`config.mk`:
```
export PLATFORM = sky130hd
export DESIGN_NAME = tape_mem_ctrl
export DESIGN_NICKNAME = d
export VERILOG_FILES = /design/src/rtl/tape_pkg.sv /design/src/rtl/tape_mem_ctrl.sv
export SDC_FILE = /design/constraint.sdc
export NUM_CORES = 1
export LEC_CHECK = 0
export ABC_AREA = 1
export ABC_CLOCK_PERIOD_IN_PS = 6280
export CORE_ASPECT_RATIO = 1.2
export CORE_MARGIN = 1
export CORE_UTILIZATION = 35
export CTS_CLUSTER_DIAMETER = 80
export DETAILED_ROUTE_END_ITERATION = 16
export HOLD_SLACK_MARGIN = 0.03
export PLACE_DENSITY = 0.68
export SYNTH_ARGS = -nofsm -noshare
export SYNTH_HDL_FRONTEND = slang
export SYNTH_SLANG_ARGS = --single-unit
```
`constraint.sdc`:
```
create_clock -name clk -period 6.28 [get_ports clk]
set_input_delay 0.628 -clock clk [delete_from_list [all_inputs] [get_ports clk]]
set_output_delay 0.628 -clock clk [all_outputs]
set_load 0.01 [all_outputs]
```
`src/rtl/tape_pkg.sv`:
```
// tape_pkg: shared types, geometry and byte-lane helpers for the tape memory controller.
// Optional power-on tape clear is enabled by defining TAPE_CLEAR_EN.
package tape_pkg;
  localparam int WORDS   = 16384;
  localparam int WORD_AW = 14;
  localparam int BYTE_AW = 15;
  localparam logic [3:0] LANE_MASK_LO = 4'b0011;
  localparam logic [3:0] LANE_MASK_HI = 4'b1100;
  typedef enum logic [1:0] {READ, WRITE, ADD, RSVD} op_t;
  typedef enum logic [1:0] {IDLE, ADD_WR, CLEAR} state_t;
  function automatic logic [7:0] lane_sel(input logic [15:0] word, input logic lane);
    return lane ? word[15:8] : word[7:0];
  endfunction
  function automatic logic [3:0] lane_mask(input logic lane);
    return lane ? LANE_MASK_HI : LANE_MASK_LO;
  endfunction
  function automatic logic [15:0] rep(input logic [7:0] b);
    return {b, b};
  endfunction
endpackage

```
`src/rtl/tape_mem_ctrl.sv`:
```
// tape_mem_ctrl: byte-granular READ/WRITE/ADD initiator for a 16-bit x 16K nibble-masked SPRAM.
// Define TAPE_CLEAR_EN to zero the whole tape after reset before accepting requests.
module tape_mem_ctrl
  import tape_pkg::*;
(
  input  logic               clk,
  input  logic               rst_n,
  input  logic               req_valid,
  output logic               req_ready,
  input  op_t                req_op,
  input  logic [BYTE_AW-1:0] req_addr,
  input  logic [7:0]         req_wdata,
  output logic               rsp_valid,
  output logic [7:0]         rsp_data,
  output logic [3:0]         mem_we,
  output logic [WORD_AW-1:0] mem_addr,
  output logic [15:0]        mem_din,
  input  logic [15:0]        mem_dout
);
  state_t             r_state;
  logic               r_ready, r_rsp_valid, r_rsp_rd, r_rsp_lane, r_lane;
  logic [7:0]         r_rsp_byte, r_delta;
  logic [WORD_AW-1:0] r_addr;
  logic               w_acc, w_add, w_clr;
  logic [7:0]         w_sum;
  logic [WORD_AW-1:0] w_cnt;
`ifdef TAPE_CLEAR_EN
  logic               r_clr_run;
  logic [WORD_AW-1:0] r_cnt;
  assign w_clr = (r_state == CLEAR) && r_clr_run;
  assign w_cnt = r_cnt;
`else
  assign w_clr = 1'b0;
  assign w_cnt = '0;
`endif
  // r_ready is only ever set while idle, so it also gates the request-driven SPRAM outputs
  assign w_acc = (r_state == IDLE) && r_ready && req_valid;
  assign w_add = (r_state == ADD_WR);
  assign w_sum = lane_sel(mem_dout, r_lane) + r_delta;
  assign req_ready = r_ready;
  assign rsp_valid = r_rsp_valid;
  assign rsp_data  = r_rsp_rd ? lane_sel(mem_dout, r_rsp_lane) : r_rsp_byte;
  assign mem_addr  = w_add ? r_addr : w_clr ? w_cnt : w_acc ? req_addr[BYTE_AW-1:1] : '0;
  assign mem_we    = w_add ? lane_mask(r_lane) : w_clr ? 4'hF :
                     (w_acc && req_op == WRITE) ? lane_mask(req_addr[0]) : 4'h0;
  assign mem_din   = w_add ? rep(w_sum) : (w_acc && !w_clr) ? rep(req_wdata) : 16'h0;
  always_ff @(posedge clk or negedge rst_n) begin
    if (!rst_n) begin
`ifdef TAPE_CLEAR_EN
      r_state   <= CLEAR;
      r_clr_run <= 1'b0;
      r_cnt     <= '0;
`else
      r_state   <= IDLE;
`endif
      r_ready     <= 1'b0;
      r_rsp_valid <= 1'b0;
      r_rsp_rd    <= 1'b0;
      r_rsp_lane  <= 1'b0;
      r_rsp_byte  <= '0;
      r_lane      <= 1'b0;
      r_delta     <= '0;
      r_addr      <= '0;
    end else begin
      r_rsp_valid <= 1'b0;
      r_rsp_rd    <= 1'b0;
      case (r_state)
        IDLE: begin
          r_ready <= 1'b1;
          if (w_acc) begin
            if (req_op == ADD) begin
              r_state <= ADD_WR;
              r_ready <= 1'b0;
              r_addr  <= req_addr[BYTE_AW-1:1];
              r_lane  <= req_addr[0];
              r_delta <= req_wdata;
            end else begin
              r_rsp_valid <= 1'b1;
              r_rsp_rd    <= (req_op != WRITE);
              r_rsp_lane  <= req_addr[0];
              r_rsp_byte  <= req_wdata;
            end
          end
        end
        ADD_WR: begin
          r_state     <= IDLE;
          r_ready     <= 1'b1;
          r_rsp_valid <= 1'b1;
          r_rsp_byte  <= w_sum;
        end
`ifdef TAPE_CLEAR_EN
        // first edge arms the sweep; the following 16384 edges write words 0..16383
        CLEAR: begin
          if (!r_clr_run) r_clr_run <= 1'b1;
          else begin
            r_cnt <= r_cnt + 1'b1;
            if (&r_cnt) begin
              r_state   <= IDLE;
              r_ready   <= 1'b1;
              r_clr_run <= 1'b0;
            end
          end
        end
`endif
        default: r_state <= IDLE;
      endcase
    end
  end
endmodule
```
Yosys cells after proc, flatten, opt, wreduce, memory -nomap -nowiden. Index checks and enable logic that the tools add are counted.

$add $sub $neg: 1. Equality and inequality tests: 7. Mux-type cells: 25. Bitwise logic cells: 1. Reductions and logical operators: 9.

Operators with widths (count): 2-to-1 mux 8 bit (5); 2-to-1 mux 16 bit (2); 2-to-1 mux 14 bit (2); 2-to-1 mux 4 bit (4); case mux 8 bit (2 select lines) (1); AND reduction 3 bit (3); adder 8 bit (1); 2-to-1 mux 1 bit (6); 2-to-1 mux 2 bit (3); == test 2 x 1 -> 1 bit, second input constant (2); inequality test 2 x 1 -> 1 bit, second input constant (2); inequality test 2 bit, second input constant (2); case mux 1 bit (2 select lines) (2); logical AND 1 bit (3); == test 2 bit, second input constant (1); zero test 2 bit (1); AND reduction 2 bit (1); nonzero test 2 bit (1); NOT 1 bit (1).

Register bits after elaboration: 37. Input port bits: 44. Output and inout port bits: 44. Logic and storage cells: 52.

Longest topological paths before layout.
Word-level depth: 6. Depth in mapped cells: 15. Gate-level depth less buffers: 14.

Worst setup path before layout. No wires, ideal clock.

Path type: input -> output. Start point: in mem_dout[9]. End point: out mem_din[13]. Arrival time: 2127 ps. Required time: 5652 ps. Setup slack: 3525 ps. Stages on the path: 12. Buffers on the path: 1. Path through: or2_2 -> o21ai_0 -> inv_1 -> ha_1 -> nand2_1 -> nand2_1 -> nand3b_1 -> nand2_1 -> nand2_1 -> nand3_1 -> o21ai_0 -> buf_4.

Word-level cells in the longest chain between the ends: 3.

RTL lines: start: declaration (line tape_mem_ctrl.sv:18) `input logic [15:0] mem_dout`; 2-to-1 mux 8 bit (line tape_pkg.sv:12) `return lane ? word[15:8] : word[7:0];`; adder 8 bit (line tape_mem_ctrl.sv:39) `assign w_sum = lane_sel(mem_dout, r_lane) + r_delta;`; 2-to-1 mux 16 bit (line tape_mem_ctrl.sv:46) `assign mem_din = w_add ? rep(w_sum) : (w_acc && !w_clr) ? rep(req_wdata) : 16'h0;`; end: declaration (line tape_mem_ctrl.sv:17) `output logic [15:0] mem_din,`.

Every way passes these cells.

Worst setup path after layout.
Start point: reg r_lane. End point: out mem_din[11].

Word-level cells in the longest chain between the ends: 3.

RTL lines: start: declaration (line tape_mem_ctrl.sv:21) `logic r_ready, r_rsp_valid, r_rsp_rd, r_rsp_lane, r_lane;`; start signal: assignment (line tape_mem_ctrl.sv:75) `r_lane <= req_addr[0];`; 2-to-1 mux 8 bit (line tape_pkg.sv:12); adder 8 bit (line tape_mem_ctrl.sv:39); 2-to-1 mux 16 bit (line tape_mem_ctrl.sv:46).

Every way passes these cells.

==> impl_metrics.csv <==
group,metric,value,unit
sta,max_freq,0.264,GHz
finish,antenna_cells,0,
global_routing,grtUsageTotal,17.5,%
synth,seq_area_frac_synth,37.0,%
status,status,"completed",
clock_tree,cts.clk_slew.worst_paths,0.07,ns
worst_setup_path,startpoint_type,"flop",
worst_setup_path,rrSetupSlack,3.85,ns
drt,drtAntennaViolNets,0,
placement,portBuffers,87,
worst_setup_path,r2r_end,"r_delta[6]",
finish,fill_cells,691,
worst_setup_path,cpPeakStageDelay,0.60,ns
clock_tree,postCtsSetupBuffers,0,
synth,yosys-top-cells-area,"dfrtp_1 37%, nand2_1 14%, o21ai_0 8.8%",
die,initial_core_util,37.0,%
die,row_count,32,
finish,multi_input_area,1190,sq um
synth,syn-mean-instance-area,7.33,sq um
drt,routed_wl,5960,microns
finish,regArea,901,sq um
die,die_width,78.1,microns
clock_tree,cts_resized,0,
power_and_ir_drop,power.leakage,1.59,nW
drt,dr.pass1.iters,6,
die,die-area,7290,sq um
power_and_ir_drop,p_per_area,251,nW/um^2
synth,synth-seq-cells,36,
sta,relSlewSlack,39.1,%
hold_path,hold_class,"primary input to asynchronous set/reset pin",
power_and_ir_drop,p_total,0.847,mW
synth,syn-num-nets,386,
sta,fin_crit_sh,60.4,%
drt,drt-initial-drc-count,134,
die,ios,88,
power_and_ir_drop,peakVddDrop,0.161,mV
synth,synth.largest_area_cell,"dfrtp_1",
global_routing,grt_pass1_wl,10100,microns
clock_tree,cts-root-buf,"clkbuf_8",
finish,finalNetCount,457,
die,core,6570,sq um
worst_setup_path,critPathKind,"flop to output port",
sta,clock_skew,0.00617,ns
sta,maxSlewViolCount,0,
worst_setup_path,endpoint_kind,"output port",
worst_setup_path,slowest_stage,"dfrtp_1",
synth,synth_top_area_share,37.0,%
job,drv_cap,0,
clock_tree,h-tree-depth,2,
worst_setup_path,r2r_start,"r_state[0]",
clock_tree,worstSkewPairLatency,0.29,ns
worst_setup_path,reg2regPathDepth,6,
drt,drc,0,
sta,finalSetupViolations,0,
die,die_y,93.3,microns
sta,setup_tns,0,ns
global_routing,grt_start_max_net_pins,42,
finish,layout-drive-gt1-share,8.66,%
synth,postSynthCellCount,332,
drt,via_per_inst,4.70,
sta,hold_viol,0,
worst_setup_path,cp_common_cell,"nand2_1",
worst_setup_path,arrival,3.17,ns
synth,syn_area,2430,sq um
global_routing,grt_pass1_vias,2221,
finish,synthToLayoutAreaGrowth,38.8,%
clock_tree,cts_buffers,5,
sta,post-route-min-period,3.79,ns
global_routing,overflow,0,
clock_tree,clock-sinks,36,
placement,gp_congestion,0.779,
worst_setup_path,critPathRequiredTime,5.65,ns
clock_tree,cts_tree,"done",
sta,worst_pin_slew,0.913,ns
synth,yosys_warnings,0,
sta,rsz0062_at_grt,"no",
placement,post-dp-hpwl,4440,microns
worst_setup_path,path_max_fanout,15,
global_routing,antenna_found_initial,0,
worst_setup_path,path_cells,"inv_1 > or2_2 > o21ai_0 > inv_1 > ha_1 > nand2_1 > nand2_1 > nand2_1 > xnor2_1 > nand2_1 > o21ai_0 > clkdlybuf4s50_1",
drt,via_count,2300,
drt,wire_per_inst,12.2,microns
clock_tree,cts_buffer_depth,2,
synth,synth.distinct_cells,27,
clock_tree,cts_hold_buffers,0,
[power by group]
part / total [mW] / internal [mW] / leakage, nW / switching [mW]
combinational: 0.320 / 0.158 / 1.08 / 0.162
clock: 0.222 / 0.140 / 0.0645 / 0.0820
sequential: 0.305 / 0.273 / 0.441 / 0.0324
total: 0.847 / 0.571 / 1.59 / 0.276
[cells in the final DEF (no fill, tap or decap), types with 2 or more instances in the layout]
master	synthesis	routed
nand2_1	91	91
clkdlybuf4s50_1	0	86
inv_1	49	49
o21ai_0	43	43
dfrtp_1	36	36
o21ai_2	19	19
nor2_1	17	17
nand3_1	9	9
ha_1	9	9
a21oi_1	8	8
clkbuf_8	0	7
o22ai_1	5	5
a31oi_1	5	5
nand3b_1	3	3
or2_2	2	2
inv_2	2	2
o21ai_1	2	2
[synth_stat cells, drive strengths merged]
| cell type | n |
|---|---|
| and2 | 1 |
| nand3 | 9 |
| xnor2 | 1 |
| ha | 9 |
| buf | 15 |
| o221ai | 1 |
| clkbuf | 8 |
| nand3b | 3 |
| o21ai | 64 |
| or2 | 4 |
| a31oi | 5 |
| fa | 1 |
| nor2 | 19 |
| a21oi | 8 |
| nand2 | 92 |
| dfrtp | 36 |
| inv | 51 |
| o22ai | 5 |
[sequential cells by signal, summed over array words and instances, names as in the netlist]
name,count
r_addr,14
r_delta,8
r_lane,1
r_rsp_byte,8
r_rsp_lane,1
r_rsp_rd,1
r_state,1
req_ready,1
rsp_valid,1
[logic make-up (layout without fill, tap and decap cells)]
kind of cell | Yosys count | after routing | share of synthesized area [%]
buf+inv | 74 | 146 | 14.2
compound gates | 83 | 83 | 20.7
xor+xnor | 1 | 1 | 0.360
simple gates | 128 | 128 | 22.3
flops | 36 | 36 | 37.0
fa+ha+maj | 10 | 10 | 5.45
[critical path, delay by kind of cell, from the launching register on]
family,cells,cell delay [ns]
buf+inv,3,0.91
simple gates,5,0.63
flops,1,0.60
compound gates,2,0.32
fa+ha+maj,1,0.28
xor+xnor,1,0.15
[area by class of cell]
cell class	instances	share of cell area, %
multi-input cells	222	35.1
flip-flops and latches	36	26.7
repair buffers	87	25.6
inverters	51	5.67
well taps	85	3.15
clock buffers	7	2.85
clock inverters	1	0.889
[routing by layer]
metal / vias up / GRT usage (%) / part of all wire (%)
met2: 66 / 30.0 / 48
met1: 1033 / 22.2 / 44
met5: - / 0 / 0
met3: 10 / 3.41 / 6.1
met4: 0 / 4.94 / 1.7
li1: 1191 / - / -
[how the worst max path moves through the flow]
stage,start,to,slack (ns)
final,r_lane,mem_din[11],2.49
after detailed placement,mem_dout[8],mem_din[4],2.52
after global routing,r_lane,mem_din[7],2.20
after global placement,mem_dout[8],mem_din[4],2.58
after floorplan,mem_dout[9],mem_din[13],3.53
after CTS,r_lane,mem_din[11],2.47
[stage by stage]
step,std cells,utilization (%),area (sq um),worst slack (ns),hold WS [ns]
5_1_grt,489,51.4,3380,2.20,0.485
3_5_place_dp,481,49.5,3250,2.52,0.468
3_3_place_gp,481,49.5,3250,2.58,0.465
2_1_floorplan,332,-,2430,3.53,0.332
6_report,489,51.4,3380,2.49,0.430
4_1_cts,489,51.4,3380,2.47,0.448
(Power assumes the default switching activity.)
